### config.mk
export PLATFORM = sky130hd
export DESIGN_NAME = mem_port_arbiter
export DESIGN_NICKNAME = d
export VERILOG_FILES = /design/src/rtl/mem_port_arbiter.sv
export SDC_FILE = /design/constraint.sdc
export NUM_CORES = 1
export LEC_CHECK = 0
export ABC_AREA = 1
export CAP_MARGIN = 20
export CORE_MARGIN = 2
export CORE_UTILIZATION = 35
export CTS_CLUSTER_DIAMETER = 80
export DETAILED_ROUTE_END_ITERATION = 7
export GPL_TIMING_DRIVEN = 0
export HOLD_SLACK_MARGIN = 0.12
export PLACE_DENSITY = 0.69
export SLEW_MARGIN = 20
export SYNTH_ARGS = -nofsm -noshare
export SYNTH_HDL_FRONTEND = slang
export SYNTH_SLANG_ARGS = --single-unit
### constraint.sdc
create_clock -name clk -period 1.6 [get_ports clk]
set_input_delay 0.4 -clock clk [delete_from_list [all_inputs] [get_ports clk]]
set_output_delay 0.4 -clock clk [all_outputs]
set_load 0.01 [all_outputs]
### src/rtl/mem_port_arbiter.sv
// Single-port memory arbiter between IF fetch and MEM load/store, one transaction in flight.
// Define ARB_PERF_CNT_EN to add saturating stall-cycle counters perf_if_stall/perf_d_stall.
module mem_port_arbiter #(
    parameter int AW           = 32,
    parameter int DW           = 32,
    parameter int STARVE_LIMIT = 4
) (
    input  logic            clk,
    input  logic            reset,
    input  logic            if_req,
    input  logic [AW-1:0]   if_addr,
    input  logic            if_flush,
    output logic [DW-1:0]   if_rdata,
    output logic            if_valid,
    input  logic            d_req,
    input  logic            d_we,
    input  logic [DW/8-1:0] d_be,
    input  logic [AW-1:0]   d_addr,
    input  logic [DW-1:0]   d_wdata,
    output logic [DW-1:0]   d_rdata,
    output logic            d_valid,
    output logic            mem_req,
    output logic            mem_we,
    output logic [DW/8-1:0] mem_be,
    output logic [AW-1:0]   mem_addr,
    output logic [DW-1:0]   mem_wdata,
    input  logic            mem_ready,
    input  logic            mem_rvalid,
    input  logic [DW-1:0]   mem_rdata,
    output logic            stall_if,
`ifdef ARB_PERF_CNT_EN
    output logic            stall_mem,
    output logic [31:0]     perf_if_stall,
    output logic [31:0]     perf_d_stall
`else
    output logic            stall_mem
`endif
);
    localparam int BW = DW / 8;
    localparam int SW = $clog2(STARVE_LIMIT + 1);

    typedef enum logic [1:0] {IDLE, ISSUE, WAIT, DONE} state_e;

    state_e          state_q, state_d;
    logic            gnt_if_q, gnt_if_d;
    logic            drop_q, drop_d;
    logic [SW-1:0]   streak_q, streak_d;
    logic            mem_we_q, mem_we_d;
    logic [BW-1:0]   mem_be_q, mem_be_d;
    logic [AW-1:0]   mem_addr_q, mem_addr_d;
    logic [DW-1:0]   mem_wdata_q, mem_wdata_d;
    logic [DW-1:0]   if_rdata_q, if_rdata_d;
    logic [DW-1:0]   d_rdata_q, d_rdata_d;
    logic            pick_if;

    // Data wins a tie unless fetch has been passed over STARVE_LIMIT times in a row.
    always_comb begin
        pick_if = if_req && (!d_req || streak_q == SW'(STARVE_LIMIT));
    end

    always_ff @(posedge clk) begin
        if (reset) begin
            state_q     <= IDLE;
            gnt_if_q    <= 1'b0;
            drop_q      <= 1'b0;
            streak_q    <= '0;
            mem_we_q    <= 1'b0;
            mem_be_q    <= '0;
            mem_addr_q  <= '0;
            mem_wdata_q <= '0;
            if_rdata_q  <= '0;
            d_rdata_q   <= '0;
        end else begin
            state_q     <= state_d;
            gnt_if_q    <= gnt_if_d;
            drop_q      <= drop_d;
            streak_q    <= streak_d;
            mem_we_q    <= mem_we_d;
            mem_be_q    <= mem_be_d;
            mem_addr_q  <= mem_addr_d;
            mem_wdata_q <= mem_wdata_d;
            if_rdata_q  <= if_rdata_d;
            d_rdata_q   <= d_rdata_d;
        end
    end

    always_comb begin
        state_d     = state_q;
        gnt_if_d    = gnt_if_q;
        drop_d      = drop_q;
        streak_d    = streak_q;
        mem_we_d    = mem_we_q;
        mem_be_d    = mem_be_q;
        mem_addr_d  = mem_addr_q;
        mem_wdata_d = mem_wdata_q;
        if_rdata_d  = if_rdata_q;
        d_rdata_d   = d_rdata_q;
        unique case (state_q)
            IDLE: begin
                if (if_req || d_req) begin
                    state_d  = ISSUE;
                    gnt_if_d = pick_if;
                    drop_d   = 1'b0;
                    if (pick_if) begin
                        mem_we_d    = 1'b0;
                        mem_be_d    = '1;
                        mem_addr_d  = if_addr;
                        mem_wdata_d = '0;
                        streak_d    = '0;
                    end else begin
                        mem_we_d    = d_we;
                        mem_be_d    = d_we ? d_be : '1;
                        mem_addr_d  = d_addr;
                        mem_wdata_d = d_we ? d_wdata : '0;
                        if (if_req) begin
                            streak_d = streak_q + SW'(1);
                        end
                    end
                end
            end
            ISSUE: begin
                if (gnt_if_q && if_flush) begin
                    drop_d = 1'b1;
                end
                if (mem_ready) begin
                    state_d = WAIT;
                end
            end
            WAIT: begin
                if (gnt_if_q && if_flush) begin
                    drop_d = 1'b1;
                end
                if (mem_rvalid) begin
                    state_d = DONE;
                    if (gnt_if_q) begin
                        if_rdata_d = mem_rdata;
                    end else begin
                        d_rdata_d = mem_rdata;
                    end
                end
            end
            DONE: begin
                drop_d  = 1'b0;
                state_d = IDLE;
            end
            default: state_d = IDLE;
        endcase
    end

    // A flush raised in DONE still kills the pulse, hence the combinational term.
    assign if_valid  = (state_q == DONE) && gnt_if_q && !drop_q && !if_flush;
    assign d_valid   = (state_q == DONE) && !gnt_if_q;
    assign mem_req   = (state_q == ISSUE);
    assign mem_we    = mem_we_q;
    assign mem_be    = mem_be_q;
    assign mem_addr  = mem_addr_q;
    assign mem_wdata = mem_wdata_q;
    assign if_rdata  = if_rdata_q;
    assign d_rdata   = d_rdata_q;
    assign stall_if  = if_req && !if_valid;
    assign stall_mem = d_req && !d_valid;

`ifdef ARB_PERF_CNT_EN
    logic [31:0] perf_if_q, perf_d_q;

    always_ff @(posedge clk) begin
        if (reset) begin
            perf_if_q <= '0;
            perf_d_q  <= '0;
        end else begin
            if (stall_if && perf_if_q != '1) begin
                perf_if_q <= perf_if_q + 32'd1;
            end
            if (stall_mem && perf_d_q != '1) begin
                perf_d_q <= perf_d_q + 32'd1;
            end
        end
    end

    assign perf_if_stall = perf_if_q;
    assign perf_d_stall  = perf_d_q;
`endif
endmodule

# --- Word-level counts from Yosys, hierarchy flattened ---
# Index checks and enable logic that the tools add are counted.
totals:
  wordCells: 60
  reg_bits: 140
  output_inout_bits: 138
  input_bits: 140
classes:
  n_mux: 15
  reduce_logical: 25
  eq_ne: 8
  addsub: 1
  bitwise: 1
ops:
  columns: ["op", "n"]
  rows:
  - ["$mux W32", 3]
  - ["$reduce_and A3 Y1", 4]
  - ["$logic_and A1 B1 Y1", 8]
  - ["$mux W4", 2]
  - ["$pmux W2 S4", 1]
  - ["$logic_not A1 Y1", 6]
  - ["$mux W2", 3]
  - ["$mux W3", 2]
  - ["$eq A2 B2 Y1 const B", 2]
  - ["$ne A2 B1 Y1 const B", 2]
  - ["$ne A2 B2 Y1 const B", 2]
  - ["$reduce_and A2 Y1", 2]
  - ["$add A3 B1 Y3 const B", 1]
  - ["$eq A3 B3 Y1 const B", 1]
  - ["$mux W1", 3]
  - ["$pmux W1 S3", 1]
  - ["$eq A2 B1 Y1 const B", 1]
  - ["$logic_not A2 Y1", 1]
  - ["$logic_or A1 B1 Y1", 2]
  - ["$reduce_bool A2 Y1", 1]
  - ["$reduce_or A2 Y1", 1]
  - ["$not A1 Y1", 1]

# --- Logic depth before layout (Yosys ltp) ---
depth:
  ltp_word: 6
  mapped_depth: 10
  ltp_nobuf: 9

# --- Least setup slack after synthesis ---
# No wires, ideal clock.
synth_timing:
  path_kind: "input -> output"
  from: "in if_req"
  to: "out stall_if"
  path_buffers: 2
  cell_stages: 4
  slack_ns: 0.136
  required_time_ns: 1.200
  arrival_time_ns: 1.064
  path_cell_list: "buf_4 clkbuf_1 inv_1 nor2_1"
synth_via:
  elab_chain_cells: 1
synth_rtl:
  columns: ["element", "line", "rtl"]
  rows:
  - ["start: declaration", "10", "input logic if_req,"]
  - ["$logic_and A1 B1 Y1", "160", "assign stall_if = if_req && !if_valid;"]
  - ["end: declaration", "30", "output logic stall_if,"]
# No other way between the ends.

# --- Worst setup path after layout ---
layout_timing:
  from: "reg state_q[0]"
  to: "out stall_mem"
layout_via:
  elab_chain_cells: 4
layout_rtl:
  columns: ["element", "line", "rtl"]
  rows:
  - ["start: declaration", "44", "state_e state_q, state_d;"]
  - ["start signal: assignment", "74", "state_q <= state_d;"]
  - ["$eq A2 B2 Y1", "152", "assign d_valid = (state_q == DONE) && !gnt_if_q;"]
  - ["$logic_and A1 B1 Y1", "152", null]
  - ["$logic_not A1 Y1", "161", "assign stall_mem = d_req && !d_valid;"]
  - ["$logic_and A1 B1 Y1", "161", null]
  - ["end: declaration", "36", "output logic stall_mem"]
# No other way between the ends.

==> results.txt <==
* Library cell occupying the most area in the post-synthesis netlist: sky130_fd_sc_hd__dfxtp_1
- Setup repair after global routing could not meet its margin everywhere.
* Number of buffers added by the clock tree synthesis step: 17
- The number of antenna violations at the first check in global routing is 0.
- STA classifies the critical path startpoint as a flop.
- Most frequently used cell type in the post-synthesis netlist: sky130_fd_sc_hd__nand2_1
- Clock period minus worst slack: 1712 ps
* Kind of critical path: flop to primary output
- Standard cell core area: roughly 17000 um^2
- Buffer depth of the longest clock path: 2
- TritonCTS built the clock tree.
- The final count of hold timing violations was 0.
* Outcome: complete, but fails checks
- Of the total power, the share spent switching nets is 0.3620.
- Static Leakage: slightly below 5 nW
* Leading cell types by count after synthesis: 183 x sky130_fd_sc_hd__nand2_1, 149 x sky130_fd_sc_hd__nor2_1, 140 x sky130_fd_sc_hd__dfxtp_1
* Final total power: between 10 and 15 mW
* Clock group share of total power: 0.295
- The finished layout holds ~1400 standard cells, fillers aside.
* Ant. Diodes: 0
- Number of unique standard cell types used by synthesis: 21
- Top cells by area, synth: sky130_fd_sc_hd__dfxtp_1 46%, sky130_fd_sc_hd__nand2_1 11%, sky130_fd_sc_hd__nand3_1 10%
* FF+latch count, synth: 140
- Clock root cell: sky130_fd_sc_hd__clkbuf_16
* Worst hold-check path type: input port to flop
* P_sw: between 4 and 5 mW
- The checks that failed: negative setup slack.
* Number of DRC markers after the initial detailed-route iteration: roughly 330
* Post-layout utilization of the core: 0.5692
* Clock sink count: 140
- The first global-routing pass estimated between 30 and 40 mm of wire.
- The count of nets left with antenna violations once routing finished came out at 0.
- Tot GR Track Use: 0.2170
- Part of the total power dissipated in sequential elements: 0.336
- Boundary pin count: approximately 280
- Initial core utilization: 0.3556
- Yosys printed 0 warnings.
- From left edge to right edge, the die measures around 140 um.
- The floorplan step set the die height to 136.1 um.
- Largest stage delay, worst path: about 370 ps
* Final critical-path setup slack: -112.1 ps
* Portion of the clock cycle consumed by the worst path in the final layout: 1.070
- Total number of vias: between 6000 and 7000
- At the end of routability-driven placement, the weighted congestion stood at ~0.86.
- Of the cells placed in the final design, the portion with a size suffix greater than 1 is 0.1050.
* Maximum frequency from static timing analysis: between 500 and 600 MHz
- Skew-Pair Late Insertion Delay: approximately 420 ps
- The via count of the first global-routing pass is approximately 6300.
- Clock tree skew after final layout: around 6.5 ps
- Total Nets Final: approximately 1300
* Ratio of routed vias to standard cells: about 4.6
- Async S/R FF share, synth: 0
* Count of flip-flops with a built-in enable after synthesis: 0
- Of the synthesized area, sequential elements account for 0.4589.
* Total nets after synthesis: about 1000
* Total die area: 18520 um^2
* Synth-to-layout area growth: 60.09%
- For this run, design rule violations remaining after detail routing come to 0.
* Arr. time, crit path: 1310 ps
- First-pass detailed-route iteration total: 5
- For the final routed database, the setup TNS stands at -353.0 ps.
- Cell with the biggest individual delay on the critical path: sky130_fd_sc_hd__dfxtp_4
* Maximum number of pins on one net before global-route repair: 17
* # fillers: roughly 1700
* Relative slew slack: 0.6133
- After legalization and detailed placement, the total HPWL measured 15.07 mm.
* Clock transition at the registers of the reported paths: 70 ps
* Total placed cells including tap cells: 1376
- Comb pwr share: 0.369
- Final number of setup-violating endpoints: 4
- The initialized floorplan defines between 40 and 50 standard-cell rows.
* Number of buffers added on ports: around 270
- Traced cell by cell, the critical path runs through ha_4 -> inv_1 -> nor2_4 -> nor2_2 -> buf_2.
- STA classifies the critical path endpoint as a primary output.
- After detailed routing, the average wire length per cell comes to 14.39 um.
- H-tree level count: 4
- The number of max-slew violations in the final report was 0.
- Of all nets on the critical path, the largest fanout is 3.
- For this run the aggregate overflow at the end of global routing stands at 0.
- Of the post-synthesis cell area, the dominant cell type holds 0.4589.
* Post-Synthesis Cells: approximately 880
- Worst-Margin Slew: around 580 ps
* Final routed wirelength across all metal layers: slightly above 20 mm
- VDD sags by at most approximately 850 uV.
* Maxcap violations: 0
* Data required time of the worst path: 1200 ps
- The internal power of the cells totals approximately 8.4 mW.
* Mean post-synth cell area: just under 7 um^2
- Cell area after synthesis: between 6000 and 7000 um^2
* Power per standard cell area: around 1300 nW/um^2
- Top FF cell, synth: sky130_fd_sc_hd__dfxtp_1
==> worst max-delay path, delay by kind of cell (launching register included) <==
kind                       cells  cell delay, ps
and+or+nand+nor                2             180
DFF                            1             370
buffers and inverters          2             200
adders and majority gates      1             150
==> layout make-up <==
type                       instances  area (um^2)  area share
buffer                            62        382.9     0.03916
inverter                          89        334.1     0.03417
clock inverter                    15        156.4     0.01600
multi-input combinational        585         2753      0.2815
timing repair buffer             282         2629      0.2689
clock buffer                      17        425.4     0.04351
tap                              225        281.5     0.02879
sequential                       140         2815      0.2879
==> logic make-up (layout without fill, tap and decap cells) <==
logic type,after synthesis,count (layout),synth area share
and+or+nand+nor,476,476,0.3358
buffers and inverters,152,465,0.1074
DFF,140,140,0.4589
AOI/OAI and AO/OA,102,102,0.08359
adders and majority gates,7,7,0.01434
==> power by group through the flow <==
stage               Clock, mW  Sequential [mW]  Combinational, mW
global route             4.13             4.50               5.42
floorplan                   0             4.74               2.45
detailed placement          0             4.49               5.00
finish                   3.90             4.43               4.87
CTS                      3.98             4.43               4.80
global placement            0             4.48               4.97
==> registers in the layout, summed over array words and instances, names as in the netlist <==
| register | count |
|---|---|
| mem_wdata | 32 |
| d_rdata | 32 |
| drop_q | 1 |
| gnt_if_q | 1 |
| mem_be | 4 |
| if_rdata | 32 |
| mem_addr | 32 |
| streak_q | 3 |
| state_q | 2 |
| mem_we | 1 |
==> cell usage in the layout, fill, tap and decap left out, types with 2 or more instances in the layout <==
cell	n
sky130_fd_sc_hd__nor2_4	3
sky130_fd_sc_hd__inv_6	5
sky130_fd_sc_hd__inv_2	5
sky130_fd_sc_hd__dfxtp_1	136
sky130_fd_sc_hd__nand3_1	122
sky130_fd_sc_hd__buf_6	7
sky130_fd_sc_hd__clkdlybuf4s50_1	135
sky130_fd_sc_hd__clkbuf_16	17
sky130_fd_sc_hd__inv_1	84
sky130_fd_sc_hd__a21oi_1	68
sky130_fd_sc_hd__dlygate4sd2_1	133
sky130_fd_sc_hd__clkbuf_1	17
sky130_fd_sc_hd__buf_2	19
sky130_fd_sc_hd__buf_8	2
sky130_fd_sc_hd__nand2_1	181
sky130_fd_sc_hd__clkbuf_4	3
sky130_fd_sc_hd__clkinv_4	3
sky130_fd_sc_hd__nor2_1	145
sky130_fd_sc_hd__inv_8	3
sky130_fd_sc_hd__ha_1	3
sky130_fd_sc_hd__o21ai_0	33
sky130_fd_sc_hd__ha_4	3
sky130_fd_sc_hd__clkbuf_2	4
sky130_fd_sc_hd__nand2_4	2
sky130_fd_sc_hd__nor2_2	2
sky130_fd_sc_hd__clkinvlp_4	3
sky130_fd_sc_hd__dfxtp_4	3
sky130_fd_sc_hd__buf_4	23
sky130_fd_sc_hd__nand4_1	6
sky130_fd_sc_hd__nand3_2	10
==> worst paths after layout <==
kind | start | to | slack (ps) | depth (start not counted)
max | state_q[0] | stall_mem | -110 | 5
min reg2reg | if_rdata[28] | if_rdata[28] | 460 | 2
max reg2reg | state_q[0] | mem_addr[30] | 20 | 9
min | d_we | mem_wdata[20] | 430 | 5
==> repair_timing <==
action / 4_1_cts / 5_1_grt
resized for setup: 194 / 34
hold buffers: 0 / 0
setup endpoints to repair: 249 / 129
setup buffers: 3 / 5
pin swaps: 7 / 6
endpoints found under the hold margin: 0 / 0
==> metal layers <==
| metal | track usage | share of wire | routed length, um |
|---|---|---|---|
| met2 | 0.3607 | 0.46 | 9399 |
| met5 | 0 | 0 | 0 |
| met4 | 0.07523 | 0.022 | 449 |
| met1 | 0.2529 | 0.41 | 8413 |
| met3 | 0.08762 | 0.10 | 2093 |
==> metrics by stage <==
stage	instance area (um^2)	hold WS, ps	setup slack [ps]
global route	9777	442.9	-185.2
CTS	9673	415.7	-213.4
floorplan	6107	441.6	135.6
detailed placement	9131	452.6	-567.2
finish	9777	432.6	-112.1
global placement	9131	446.0	-569.7
Power figures use the tool's default switching activity.
